### config.mk
export PLATFORM = sky130hd
export DESIGN_NAME = jtframe_ba0_arb
export DESIGN_NICKNAME = d
export VERILOG_FILES = /design/src/rtl/jtframe_ba0_arb.sv
export SDC_FILE = /design/constraint.sdc
export NUM_CORES = 1
export LEC_CHECK = 0
export ABC_CLOCK_PERIOD_IN_PS = 1900
export CAP_MARGIN = 20
export CELL_PAD_IN_SITES_DETAIL_PLACEMENT = 1
export CELL_PAD_IN_SITES_GLOBAL_PLACEMENT = 2
export CORE_UTILIZATION = 18
export DETAILED_ROUTE_END_ITERATION = 12
export GPL_ROUTABILITY_DRIVEN = 0
export PLACE_DENSITY_LB_ADDON = 0.1
export SYNTH_ARGS = -nofsm -noshare
export SYNTH_HDL_FRONTEND = slang
export SYNTH_SLANG_ARGS = --single-unit
### constraint.sdc
create_clock -name clk -period 1.9 [get_ports clk]
set_input_delay 0.19 -clock clk [delete_from_list [all_inputs] [get_ports clk]]
set_output_delay 0.19 -clock clk [all_outputs]
set_load 0.02 [all_outputs]
### src/rtl/jtframe_ba0_arb.sv
// Round-robin arbiter sharing SDRAM bank 0 between three read/write requesters.
// Address, data and mask are latched at grant; completion returns a one-cycle req_ok strobe.
module jtframe_ba0_arb #(
  parameter int AW = 23
) (
  input  logic            clk,
  input  logic            rst,
  input  logic [2:0]      req_rd,
  input  logic [2:0]      req_wr,
  input  logic [3*AW-1:0] req_addr,
  input  logic [47:0]     req_din,
  input  logic [5:0]      req_din_m,
  output logic [2:0]      req_ok,
  output logic [15:0]     req_dout,
  output logic [AW-1:0]   ba0_addr,
  output logic            ba0_rd,
  output logic            ba0_wr,
  output logic [15:0]     ba0_din,
  output logic [1:0]      ba0_din_m,
  input  logic            ba0_ack,
  input  logic            ba0_rdy,
  input  logic [15:0]     sdram_dout,
  output logic            busy
);

  typedef enum logic [1:0] {IDLE = 2'd0, CMD = 2'd1, DATA = 2'd2} state_t;

  state_t        state_r, state_s;
  logic [1:0]    ptr_r, ptr_s;
  logic [1:0]    gnt_r, gnt_s;
  logic          is_wr_r, is_wr_s;
  logic [AW-1:0] addr_r, addr_s;
  logic          rd_r, rd_s;
  logic          wr_r, wr_s;
  logic [15:0]   din_r, din_s;
  logic [1:0]    din_m_r, din_m_s;
  logic [2:0]    ok_r, ok_s;
  logic [15:0]   dout_r, dout_s;
  logic          busy_r, busy_s;

  logic [2:0]    pend_s;
  logic [1:0]    win_s;
  logic [AW-1:0] win_addr_s;
  logic [15:0]   win_din_s;
  logic [1:0]    win_din_m_s;

  function automatic logic [1:0] next_idx(input logic [1:0] idx);
    next_idx = (idx == 2'd2) ? 2'd0 : idx + 2'd1;
  endfunction

  // Search starts just after the last served requester, which ends up lowest priority
  function automatic logic [1:0] pick(input logic [2:0] pend, input logic [1:0] last);
    logic [1:0] c1, c2;
    c1 = next_idx(last);
    c2 = next_idx(c1);
    if (pend[c1]) begin
      pick = c1;
    end else if (pend[c2]) begin
      pick = c2;
    end else begin
      pick = last;
    end
  endfunction

  assign pend_s = req_rd | req_wr;
  assign win_s  = pick(pend_s, ptr_r);

  // Winner's request fields
  always_comb begin
    win_addr_s  = '0;
    win_din_s   = 16'h0000;
    win_din_m_s = 2'b00;
    case (win_s)
      2'd0: begin
        win_addr_s  = req_addr[0*AW +: AW];
        win_din_s   = req_din[15:0];
        win_din_m_s = req_din_m[1:0];
      end
      2'd1: begin
        win_addr_s  = req_addr[1*AW +: AW];
        win_din_s   = req_din[31:16];
        win_din_m_s = req_din_m[3:2];
      end
      2'd2: begin
        win_addr_s  = req_addr[2*AW +: AW];
        win_din_s   = req_din[47:32];
        win_din_m_s = req_din_m[5:4];
      end
      default: begin
        win_addr_s  = '0;
        win_din_s   = 16'h0000;
        win_din_m_s = 2'b00;
      end
    endcase
  end

  // State and registered outputs
  always_ff @(posedge clk) begin
    if (rst) begin
      state_r <= IDLE;
      ptr_r   <= 2'd2;
      gnt_r   <= 2'd0;
      is_wr_r <= 1'b0;
      addr_r  <= '0;
      rd_r    <= 1'b0;
      wr_r    <= 1'b0;
      din_r   <= 16'h0000;
      din_m_r <= 2'b00;
      ok_r    <= 3'b000;
      dout_r  <= 16'h0000;
      busy_r  <= 1'b0;
    end else begin
      state_r <= state_s;
      ptr_r   <= ptr_s;
      gnt_r   <= gnt_s;
      is_wr_r <= is_wr_s;
      addr_r  <= addr_s;
      rd_r    <= rd_s;
      wr_r    <= wr_s;
      din_r   <= din_s;
      din_m_r <= din_m_s;
      ok_r    <= ok_s;
      dout_r  <= dout_s;
      busy_r  <= busy_s;
    end
  end

  // Next state; ack together with rdy skips DATA entirely
  always_comb begin
    state_s = state_r;
    case (state_r)
      IDLE: begin
        if (|pend_s) begin
          state_s = CMD;
        end else begin
          state_s = IDLE;
        end
      end
      CMD: begin
        if (ba0_ack) begin
          state_s = ba0_rdy ? IDLE : DATA;
        end else begin
          state_s = CMD;
        end
      end
      DATA: begin
        if (ba0_rdy) begin
          state_s = IDLE;
        end else begin
          state_s = DATA;
        end
      end
      default: state_s = IDLE;
    endcase
  end

  // Next values of the registered outputs and transaction fields
  always_comb begin
    ptr_s   = ptr_r;
    gnt_s   = gnt_r;
    is_wr_s = is_wr_r;
    addr_s  = addr_r;
    rd_s    = rd_r;
    wr_s    = wr_r;
    din_s   = din_r;
    din_m_s = din_m_r;
    ok_s    = 3'b000;
    dout_s  = dout_r;
    busy_s  = busy_r;
    case (state_r)
      IDLE: begin
        if (|pend_s) begin
          ptr_s   = win_s;
          gnt_s   = win_s;
          is_wr_s = req_wr[win_s];
          addr_s  = win_addr_s;
          din_s   = win_din_s;
          din_m_s = win_din_m_s;
          rd_s    = ~req_wr[win_s];
          wr_s    = req_wr[win_s];
          busy_s  = 1'b1;
        end else begin
          busy_s  = 1'b0;
        end
      end
      CMD: begin
        if (ba0_ack) begin
          rd_s = 1'b0;
          wr_s = 1'b0;
          if (ba0_rdy) begin
            dout_s = is_wr_r ? dout_r : sdram_dout;
            ok_s   = 3'b001 << gnt_r;
            busy_s = 1'b0;
          end else begin
            busy_s = 1'b1;
          end
        end else begin
          busy_s = 1'b1;
        end
      end
      DATA: begin
        if (ba0_rdy) begin
          dout_s = is_wr_r ? dout_r : sdram_dout;
          ok_s   = 3'b001 << gnt_r;
          busy_s = 1'b0;
        end else begin
          busy_s = 1'b1;
        end
      end
      default: begin
        rd_s   = 1'b0;
        wr_s   = 1'b0;
        busy_s = 1'b0;
      end
    endcase
  end

  assign req_ok    = ok_r;
  assign req_dout  = dout_r;
  assign ba0_addr  = addr_r;
  assign ba0_rd    = rd_r;
  assign ba0_wr    = wr_r;
  assign ba0_din   = din_r;
  assign ba0_din_m = din_m_r;
  assign busy      = busy_r;

endmodule

-- Word level (Yosys, flattened, before mapping)
Index checks and enable logic that the tools add are counted.
W data, S select, Z words.
- register bits after elaboration: 70
- bits in latches: 0
- memory bits (writable): 0
- memory bits (read-only): 0
- input port bits: 149
- output and inout port bits: 63
- logic and storage cells: 69
- memories kept: 0
- add/sub/neg operators: 2
- $mul: 0
- divide/modulo/power cells: 0
- order comparisons: 3
- equality and inequality tests: 8
- shift-type cells: 1
- multiplexer cells: 33
- bitwise operators: 3
- reduce and logical (&&, ||, !) cells: 7
- operators with widths (kind ; count):
    $pmux W23 S3 ; 1
    $mux W16 ; 3
    $pmux W16 S3 ; 1
    $pmux W16 S2 ; 1
    $mux W2 ; 6
    $pmux W2 S3 ; 2
    $mux W1 ; 10
    $lt A2 B3 Y1 const B ; 3
    $pmux W1 S3 ; 3
    $eq A2 B2 Y1 const B ; 4
    $bmux W1 S2 ; 3
    $mux W3 ; 2
    $pmux W3 S2 ; 1
    $add A2 B1 Y2 const B ; 2
    $eq A2 B1 Y1 const B ; 2
    $logic_not A2 Y1 ; 2
    $ne A2 B2 Y1 const B ; 2
    $reduce_and A2 Y1 ; 2
    $or A3 B3 Y3 ; 1
    $reduce_and A3 Y1 ; 1
    $reduce_or A3 Y1 ; 1
    $shl A1 B2 Y3 const A ; 1
    $not A1 Y1 ; 2
    $reduce_bool A2 Y1 ; 1

-- Logic depth before layout (Yosys ltp)
- depth after elaboration: 13
- mapped depth: 8

-- Worst setup path after synthesis
OpenSTA, ideal clock, no wires.
- path type: reg2reg
- start point: register state_r[1]
- end point: register dout_r[3] (netlist: req_dout[3])
- setup time: 0.070 ns
- data arrival time: 1.602 ns
- data required time: 1.830 ns
- slack: 0.228 ns
- stages on the path, launching flop included: 8
- path through: dfxtp_1 > inv_1 > ha_1 > nor2b_1 > nor3_1 > buf_2 > nand2_1 > a21oi_1
- word-level cells in the longest chain between the ends: 3
- elaborated cells between the ends (all ways): 6
- classes of those cells: eq/ne (3); mux (1); reduce/logical (2)
- RTL lines (what ; line ; source):
    start, declared ; 28 ; state_t state_r, state_s;
    start signal, assigned ; 113 ; state_r <= state_s;
    $eq A2 B1 Y1 / $eq A2 B2 Y1 (equally long branches) ; 170 ; case (state_r)
    $ne A2 B2 Y1 (no line) / $reduce_bool A2 Y1 (equally long branches) ; -- ;
    $reduce_and A2 Y1 (no line) ; -- ;
    end signal, assigned ; 123 ; dout_r <= dout_s;
    end, declared ; 38 ; logic [15:0] dout_r, dout_s;
Several ways; a longest one is shown, not always the timed one.
A chain may end at the register's enable or synchronous reset.

-- Worst setup path after layout
- start point: input port req_wr[1]
- end point: register addr_r[21] (netlist: ba0_addr[21])
- word-level cells in the longest chain between the ends: 7
- elaborated cells between the ends (all ways): 13
- classes of those cells: eq/ne (2); mux (7); bitwise (1); reduce/logical (3)
- RTL lines (what ; line ; source):
    start, declared ; 9 ; input logic [2:0] req_wr,
    $or A3 B3 Y3 * ; 65 ; assign pend_s = req_rd | req_wr;
    $bmux W1 S2 ; 58 ; end else if (pend[c2]) begin
    $mux W1 (implied by the code) ; 58 ;
    $mux W2 ; 58 ;
    $mux W2 ; 56 ; if (pend[c1]) begin
    $eq A2 B2 Y1 (tied with other cells) ; 73 ; case (win_s)
    $pmux W23 S3 ; 73 ;
    end signal, assigned ; 117 ; addr_r <= addr_s;
    end, declared ; 32 ; logic [AW-1:0] addr_r, addr_s;
Mark *: on every way between the ends. The rest lies on a longest branch, timed or not. The select of a mux whose other input is x is not followed.

==> flow_summary.yaml <==
run_status:
  outcome: "finished, final reports clean"
floorplan:
  rows: 47
  fp.dieH_um: 134
  core_area_sq_um: 16800
  start_util_pct: 18.7
  die_w_um: 134
  die_area_sq_um: 17900
  ios: 212
sta:
  worst_slew_pin_slew_ns: 0.321
  relSlewSlack_pct: 78.4
  rsz0062_at_grt: "no"
  maxSlewViolCount: 0
  clock.fmax_mhz: 577
  fin_tns_setup_ns: 0
  min_period_ns: 1.73
  hold_viol: 0
  fin_worst_skew_ns: 0.00683
  whs_ns: 0.398
  setup_viol: 0
  fin_crit_sh_pct: 91.2
clock_tree:
  cts_num_sinks: 69
  ctsHoldBuffers: 0
  root_buffer: "clkbuf_16"
  insertion_delay_ns: 0.34
  htreeDepth: 3
  cts_buffers: 9
  clk_pin_slew_ns: 0.06
  clockBufferDepth: 2
  postCtsSetupRepairBufs: 0
  cts_tree: "done"
grt:
  grt_usage_pct: 15.6
  grt.overflow.total: 0
  grt_max_degree: 27
  antenna_found_initial: 0
  grt_pass1_wl_um: 21400
  grt_pass1_vias: 3931
route:
  wl_per_cell_um: 16.9
  drt_pre_antenna_iters: 5
  drc: 0
  avgViaCountPerCell: 4.58
  vias: 3710
  drt_iter0_drc: 213
  ant_nets: 0
  postRouteWirelength_um: 13700
setup_path:
  critical_path_class: "in -> reg"
  end_kind: "flop"
  required_ns: 2.12
  start_kind: "primary input"
  r2r-start: "ptr_r[0]$_SDFFE_PP0P_"
  rr_worst_depth: 6
  worstReg2RegEnd: "ba0_addr[21]$_SDFFE_PP0P_"
  path_cells: "clkdlybuf4s50_1 > o21ba_4 > a311oi_2 > a21oi_4 > buf_12 > a222oi_1 > o21ai_1"
  crit_fanout: 17
  cpMaxStageDelayCell: "clkdlybuf4s50_1"
  max_stage_delay_ns: 0.51
  arrival_ns: 1.95
  r2r_setup_slack_ns: 0.19
pwr:
  leakagePower_nw: 2.20
  ir_drop_mv: 0.394
  powerDensity_nw_per_um2: 849
  total_power_mw: 5.13
synth:
  avgSynthCellArea_sq_um: 8.76
  synth_cells: 357
  ys_types: 44
  netlist_area_sq_um: 3130
  yosys_warnings: 0
  synth_edf_count: 0
  ys_ff_latch: 69
  yosysSeqAreaShare_pct: 44.2
  synthArstFlopShare_pct: 0
  ys.flop_type: "dfxtp_1"
  synth_nets: 510
placed_design:
  dpl-instance-area_sq_um: 5730
  portBuffers: 211
  hpwl_um: 10300
cells_and_area:
  layout_commonest_cell: "clkdlybuf4s50_1"
  final_cell_area_sq_um: 6040
  drive_gt1_share_pct: 10.8
  synthToLayoutAreaGrowth_pct: 93.2
  fin_nets: 738
  antenna_cells: 0
  final_cell_mix: "clkdlybuf4s50_1, nand2_1, dfxtp_1, a21oi_1"
worst_hold_path:
  min_path_type: "in -> reg"
  worstHoldStart: "sdram_dout[15]"
  whs_path_depth: 3
  hold_path_end: "req_dout[15]$_SDFFE_PP0P_"
job:
  cap_violations: 0
flip-flops by register name, indices dropped and copies added (netlist names):
name	cells
ba0_din	16
ptr_r	2
req_dout	16
ba0_din_m	2
ba0_addr	23
state_r	2
ba0_wr	1
busy	1
gnt_r	1
is_wr_r	1
req_ok	3
ba0_rd	1
cells in the mapped netlist (all sizes together) (2+ instances only):
cell type  instances  area [sq um]
a21boi             2          18.8
a21oi             33           180
a221oi            10          87.6
a222oi            27           270
a31oi              5          31.3
and2               6          37.5
buf               23           163
clkbuf             5          18.8
dfxtp             69          1380
ha                 4          50.1
inv                3          11.3
nand2             80           300
nor2              13          65.1
nor2b              3          18.8
nor3               5          25.0
nor4               4          40.0
o21ai             42           210
o21bai             2          26.3
o22ai              5          31.3
or3                2          12.5
per-stage QoR:
step | util (%) | cells | setup WS (ns)
finish | 36.1 | 810 | 0.166
global route | 36.1 | 810 | 0.0300
CTS | 36.0 | 810 | 0.0586
detailed placement | 34.2 | 794 | -0.191
global placement | 34.2 | 794 | -0.137
floorplan | - | 357 | 0.228
power by group:
| part | total, mW | internal (mW) | switching, mW |
|---|---|---|---|
| Clock | 1.78 | 1.09 | 0.694 |
| Sequential | 1.70 | 1.61 | 0.0863 |
| Combinational | 1.65 | 0.881 | 0.772 |
layout make-up:
type	count	area, sq um
sequential	69	1380
timing repair buffer	245	2490
inverter	3	11.3
clock buffer	11	253
fill	1912	10700
tap	220	275
clock inverter	5	58.8
multi-input combinational	257	1570
cell families after synthesis:
group / after synthesis / synth area share [%]
flops: 69 / 44.2
mux: 1 / 0.320
simple gates: 117 / 16.7
fa+ha+maj: 4 / 1.60
buf+inv: 31 / 6.16
compound gates: 135 / 31.0
worst max-delay path by stage:
stage	from	end	slack [ns]
3_3_place_gp	req_rd[1]	ba0_din[15]$_SDFFE_PP0P_	-0.14
4_1_cts	state_r[1]$_SDFF_PP0_	req_dout[12]$_SDFFE_PP0P_	0.06
6_report	req_wr[1]	ba0_addr[21]$_SDFFE_PP0P_	0.17
3_5_place_dp	req_wr[1]	ba0_addr[15]$_SDFFE_PP0P_	-0.19
5_1_grt	req_wr[1]	ba0_addr[2]$_SDFFE_PP0P_	0.03
2_1_floorplan	state_r[1]$_SDFF_PP0_	req_dout[3]$_SDFFE_PP0P_	0.23
what timing repair did:
item                                    in CTS  in global routing
endpoints found under the setup margin       0                 16
hold endpoints to repair                     0                  0
gates resized for setup                      0                  1
worst max-delay path, delay by kind of cell:
| family | cells | cell delay (ns) |
|---|---|---|
| buffers and inverters | 2 | 0.68 |
| AOI/OAI and AO/OA | 5 | 1.07 |
routing by layer:
layer | track usage (%) | wire (um) | vias up
met3 | 3.51 | 1020 | 15
li1 | - | - | 1785
met4 | 6.25 | 248 | 0
met1 | 19.2 | 5880 | 1773
met2 | 26.2 | 6580 | 137
met5 | 0 | 0 | -
(Power assumes the default switching activity.)
